File: src/rtl/algo_4ror1w_req_sched.sv
// Request scheduler for a 4-read/1-write core: arbitrates per-port reads, one
// buffered write and periodic refresh slots onto registered core strobes.
module algo_4ror1w_req_sched #(
  parameter int WIDTH     = 64,
  parameter int BITADDR   = 13,
  parameter int REFRESH   = 1,
  parameter int REFFREQ   = 6,
  parameter int WRMAXWAIT = 4
) (
  input  logic                 clk,
  input  logic                 rst,
  input  logic                 ready,
  input  logic [3:0]           up_read,
  input  logic [4*BITADDR-1:0] up_rd_adr,
  output logic [3:0]           up_rd_ack,
  input  logic                 up_write,
  input  logic [BITADDR-1:0]   up_wr_adr,
  input  logic [WIDTH-1:0]     up_din,
  output logic                 up_wr_rdy,
  output logic [3:0]           read,
  output logic [4*BITADDR-1:0] rd_adr,
  output logic                 write,
  output logic [BITADDR-1:0]   wr_adr,
  output logic [WIDTH-1:0]     din,
  output logic                 refr
);

  localparam int CW = $clog2(REFFREQ);
  localparam int WW = $clog2(WRMAXWAIT + 1);
  localparam logic [CW-1:0] RLAST = CW'(REFFREQ - 1);
  localparam logic [WW-1:0] WMAX  = WW'(WRMAXWAIT);

  typedef enum logic {ST_INIT, ST_RUN} state_t;

  state_t               r_state;
  state_t               w_state_nxt;
  logic [CW-1:0]        r_rcnt;
  logic [WW-1:0]        r_wage;
  logic                 r_bvalid;
  logic [BITADDR-1:0]   r_badr;
  logic [WIDTH-1:0]     r_bdata;

  logic                 w_run;
  logic                 w_refslot;
  logic                 w_wrsel;
  logic                 w_rdsel;
  logic                 w_load;

  always_ff @(posedge clk or negedge rst) begin
    if (!rst) r_state <= ST_INIT;
    else      r_state <= w_state_nxt;
  end

  // A RUN cycle with ready low grants nothing; arbitration only happens when
  // the core is both in RUN and still reporting ready.
  always_comb begin
    w_state_nxt = r_state;
    w_run       = 1'b0;
    w_refslot   = 1'b0;
    w_wrsel     = 1'b0;
    w_rdsel     = 1'b0;
    up_rd_ack   = '0;
    up_wr_rdy   = 1'b0;
    case (r_state)
      ST_INIT: begin
        if (ready) w_state_nxt = ST_RUN;
      end
      ST_RUN: begin
        up_wr_rdy = !r_bvalid;
        if (!ready) begin
          w_state_nxt = ST_INIT;
        end else begin
          w_run     = 1'b1;
          w_refslot = (REFRESH != 0) && (r_rcnt == RLAST);
          if (!w_refslot) begin
            w_wrsel = r_bvalid && ((up_read == 4'b0000) || (r_wage >= WMAX));
            w_rdsel = !w_wrsel;
          end
          if (w_rdsel) up_rd_ack = up_read;
        end
      end
      default: w_state_nxt = ST_INIT;
    endcase
  end

  assign w_load = up_write && up_wr_rdy;

  always_ff @(posedge clk or negedge rst) begin
    if (!rst) begin
      r_rcnt <= '0;
    end else if (w_run) begin
      r_rcnt <= (r_rcnt == RLAST) ? '0 : r_rcnt + CW'(1);
    end else begin
      r_rcnt <= '0;
    end
  end

  // Write age only advances while a buffered write is actually being held off
  // by granted reads; refresh slots leave it untouched.
  always_ff @(posedge clk or negedge rst) begin
    if (!rst) begin
      r_wage <= '0;
    end else if (!w_run || w_wrsel) begin
      r_wage <= '0;
    end else if (w_rdsel && r_bvalid && (up_read != 4'b0000) && (r_wage != WMAX)) begin
      r_wage <= r_wage + WW'(1);
    end
  end

  always_ff @(posedge clk or negedge rst) begin
    if (!rst) begin
      r_bvalid <= 1'b0;
      r_badr   <= '0;
      r_bdata  <= '0;
    end else if (w_load) begin
      r_bvalid <= 1'b1;
      r_badr   <= up_wr_adr;
      r_bdata  <= up_din;
    end else if (w_wrsel) begin
      r_bvalid <= 1'b0;
    end
  end

  always_ff @(posedge clk or negedge rst) begin
    if (!rst) begin
      read   <= '0;
      rd_adr <= '0;
      write  <= 1'b0;
      wr_adr <= '0;
      din    <= '0;
      refr   <= 1'b0;
    end else begin
      read  <= w_rdsel ? up_read : 4'b0000;
      write <= w_wrsel;
      refr  <= w_refslot;
      if (w_rdsel) rd_adr <= up_rd_adr;
      if (w_wrsel) begin
        wr_adr <= r_badr;
        din    <= r_bdata;
      end
    end
  end

endmodule

File: config.mk
export PLATFORM = sky130hd
export DESIGN_NAME = algo_4ror1w_req_sched
export DESIGN_NICKNAME = d
export VERILOG_FILES = /design/src/rtl/algo_4ror1w_req_sched.sv
export SDC_FILE = /design/constraint.sdc
export NUM_CORES = 1
export LEC_CHECK = 0
export BUFFER_PORTS_ARGS = -buffer_cell sky130_fd_sc_hd__buf_2
export CORE_MARGIN = 4
export CORE_UTILIZATION = 56
export CTS_BUF_LIST = sky130_fd_sc_hd__clkbuf_8
export DETAILED_ROUTE_END_ITERATION = 12
export PLACE_DENSITY = 0.87
export SLEW_MARGIN = 10
export SYNTH_ARGS = -nofsm -noshare
export SYNTH_HDL_FRONTEND = slang
export SYNTH_SLANG_ARGS = --single-unit
File: constraint.sdc
create_clock -name clk -period 4.8 [get_ports clk]
set_clock_uncertainty 0.15 [all_clocks]
set_input_delay 0.24 -clock clk [delete_from_list [all_inputs] [get_ports clk]]
set_output_delay 0.24 -clock clk [all_outputs]
set_load 0.02 [all_outputs]
==> flow_summary.ini <==
[power_and_ir_drop]
irDropWorstVdd_uv = 326
sequentialPowerShare_pct = 47.3
switching_share_pct = 31.1
p_sw_w = 0.00181
p_leak_nw = 6.15
p_per_area_nw_per_um2 = 486
comb_power_share_pct = 26.2
intPower_w = 0.00402
p_clk_share_pct = 26.5

[setup_path]
rrSetupSlack_ps = 1890
crit_fanout = 30
reg2reg_to = din[35]
crit_path_start_kind = register
critical_path_class = reg2reg
crit_arrival_ps = 3130
r2r_cells = 6
r2r-start = r_bvalid
crit_required_ps = 5030
cp-end-kind = register

[detailed_routing]
viasPerCell = 5.28
drtAntennaViolNets = 0
wl_mm = 24.3
drt_iter0_drc = 217
post-route-drc-count = 0
wire_per_inst_um = 21.4
dr.pass1.iters = 4
via_count = 5982

[sta]
hold_viol_final = 0
worst_pin_slew_ps = 1090
setup_viol = 0
rsz0062_at_grt = no
max_freq_mhz = 344
tns_ps = 0
maxSlewHeadroom_pct = 27.5
finalCritPeriodShare_pct = 60.5
holdWs_ps = 305
final.min_clock_period_ps = 2910
slew_violations = 0

[global_routing]
grt_usage_pct = 28.3
grt_max_degree = 133
globalRouteOverflowTotal = 0
antenna_found_initial = 2
grt_pass1_vias = 6754
grt_pass1_wl_mm = 36.6

[hold_path]
hold_depth = 2
min_path_type = in2reg
hold_start = ready
worstHoldEndpoint = r_state

[finish]
multiInputGateArea_um2 = 2810
mostFrequentLayoutCell = buf_2
drive_gt1_share_pct = 57.4
n_fill_cell = 723
layout_common_cells = buf_2 (275), dfrtp_1 (220), mux2_2 (157)
area_delta_synth_final_pct = 41.7
nets = 1064
layout.area.seq_um2 = 5510

[clocking]
clockBufferDepth = 3
cts_root_buf = clkbuf_8
path_clk_slew_ps = 70
cts.htree.levels = 2
cts_buffers = 36
clock_latency_ps = 520
cts_sinks = 220
post_cts_resized = 0
cts_tree = yes

[floorplan]
rows = 44
ios = 277
die_area_um2 = 17200
coreArea_um2 = 14700
die_h_um = 131
initial_core_util_pct = 57.7
die_width_um = 131

[status]
status = complete, no violations

[logic_synthesis]
synth-edff-count = 0
syn_area_um2 = 8480
synth_area_per_cell_um2 = 17.2
synth-seq-area-share_pct = 64.9
syn_inst = 493
synth-async-reset-ratio_pct = 100
synthDistinctLibCells = 29
synth_nets = 632
yosysWarningCount = 0
synth_ff_type = dfrtp_1
ys_ff_latch = 220

[placement]
place_congestion = 0.772
dp_hpwl_mm = 13.4
port_buffers = 276

[flow_run]
cap_violations = 0
==> worst max-delay path, cell delays in order (launching register included) <==
cell,delay [ps]
dfrtp_1,500
and3_1,300
o211ai_2,110
buf_4,240
inv_2,540
buf_4,500
mux2_2,410
==> per-stage QoR <==
step | cell area (um^2) | power, W | util [%] | instances | setup WS (ps)
finish | 12000 | 0.00584 | 81.7 | 1133 | 1890
global route | 12000 | 0.00611 | 81.7 | 1132 | 1790
CTS | 12000 | 0.00579 | 81.7 | 1130 | 1960
detailed placement | 9990 | 0.00416 | 68.0 | 936 | 1980
global placement | 9990 | 0.00406 | 68.0 | 936 | 2050
floorplan | 8480 | 0.00361 | - | 493 | 2840
==> cell families after synthesis <==
| kind of cell | synth area share [%] |
|---|---|
| DFF | 64.9 |
| and+or+nand+nor | 2.14 |
| buffers and inverters | 1.98 |
| xor gates and xnor gates | 0.103 |
| adders and majority gates | 0.295 |
| muxes | 29.7 |
| AOI/OAI and AO/OA | 0.841 |
==> state kept, by name, indices dropped and copies added, names as in the netlist <==
| register | flops |
|---|---|
| r_badr | 13 |
| refr | 1 |
| write | 1 |
| r_wage | 3 |
| r_rcnt | 3 |
| wr_adr | 13 |
| r_state | 1 |
| r_bdata | 64 |
| r_bvalid | 1 |
| read | 4 |
| rd_adr | 52 |
| din | 64 |
==> cells in the mapped netlist (all sizes together), types with 2 or more instances <==
cell,count,area share (%)
nand4,2,0.15
o21ai,3,0.18
dfrtp,220,65
nor2b,2,0.15
nor3,3,0.18
nand2,3,0.16
a21oi,2,0.12
and2,9,0.66
mux2,207,30
buf,22,1.8
inv,4,0.18
ha,2,0.30
nor2,4,0.18
==> final cells by class <==
type | count | area share [%]
diodes | 3 | 0.0625
clock buffers | 40 | 4.58
clock inverters | 19 | 0.948
inverters | 4 | 0.125
multi-input cells | 247 | 23.4
flip-flops and latches | 220 | 45.8
well taps | 184 | 1.92
repair buffers | 416 | 23.1
==> per-layer routing <==
| layer | part of all wire, % | track usage [%] | vias to the layer above |
|---|---|---|---|
| met3 | 7.3 | 7.80 | 85 |
| li1 | - | - | 2607 |
| met4 | 4.7 | 14.5 | 0 |
| met2 | 53 | 51.8 | 298 |
| met1 | 35 | 29.5 | 2992 |
| met5 | 0 | 0 | - |
==> how the worst max path moves through the flow <==
stage	end	start	depth (start not counted)
after floorplan	rd_adr[10]	r_rcnt[0]	5
after global placement	wr_adr[2]	up_read[0]	7
after detailed placement	wr_adr[2]	up_read[0]	7
after CTS	din[35]	up_read[0]	8
after global routing	din[35]	r_bvalid	6
final	din[35]	r_bvalid	6
==> power by group through the flow <==
stage          Clock (W)  Sequential, W  Combinational, W
2_1_floorplan          0        0.00298          0.000626
3_5_place_dp           0        0.00275           0.00141
6_report         0.00154        0.00276           0.00153
5_1_grt          0.00166        0.00282           0.00163
3_3_place_gp           0        0.00270           0.00136
4_1_cts          0.00156        0.00273           0.00151
==> what timing repair did <==
item,in CTS,in global routing
setup endpoints to repair,0,0
setup buffers,0,0
hold buffers,135,0
hold endpoints to repair,271,0
Power figures use the tool's default switching activity.
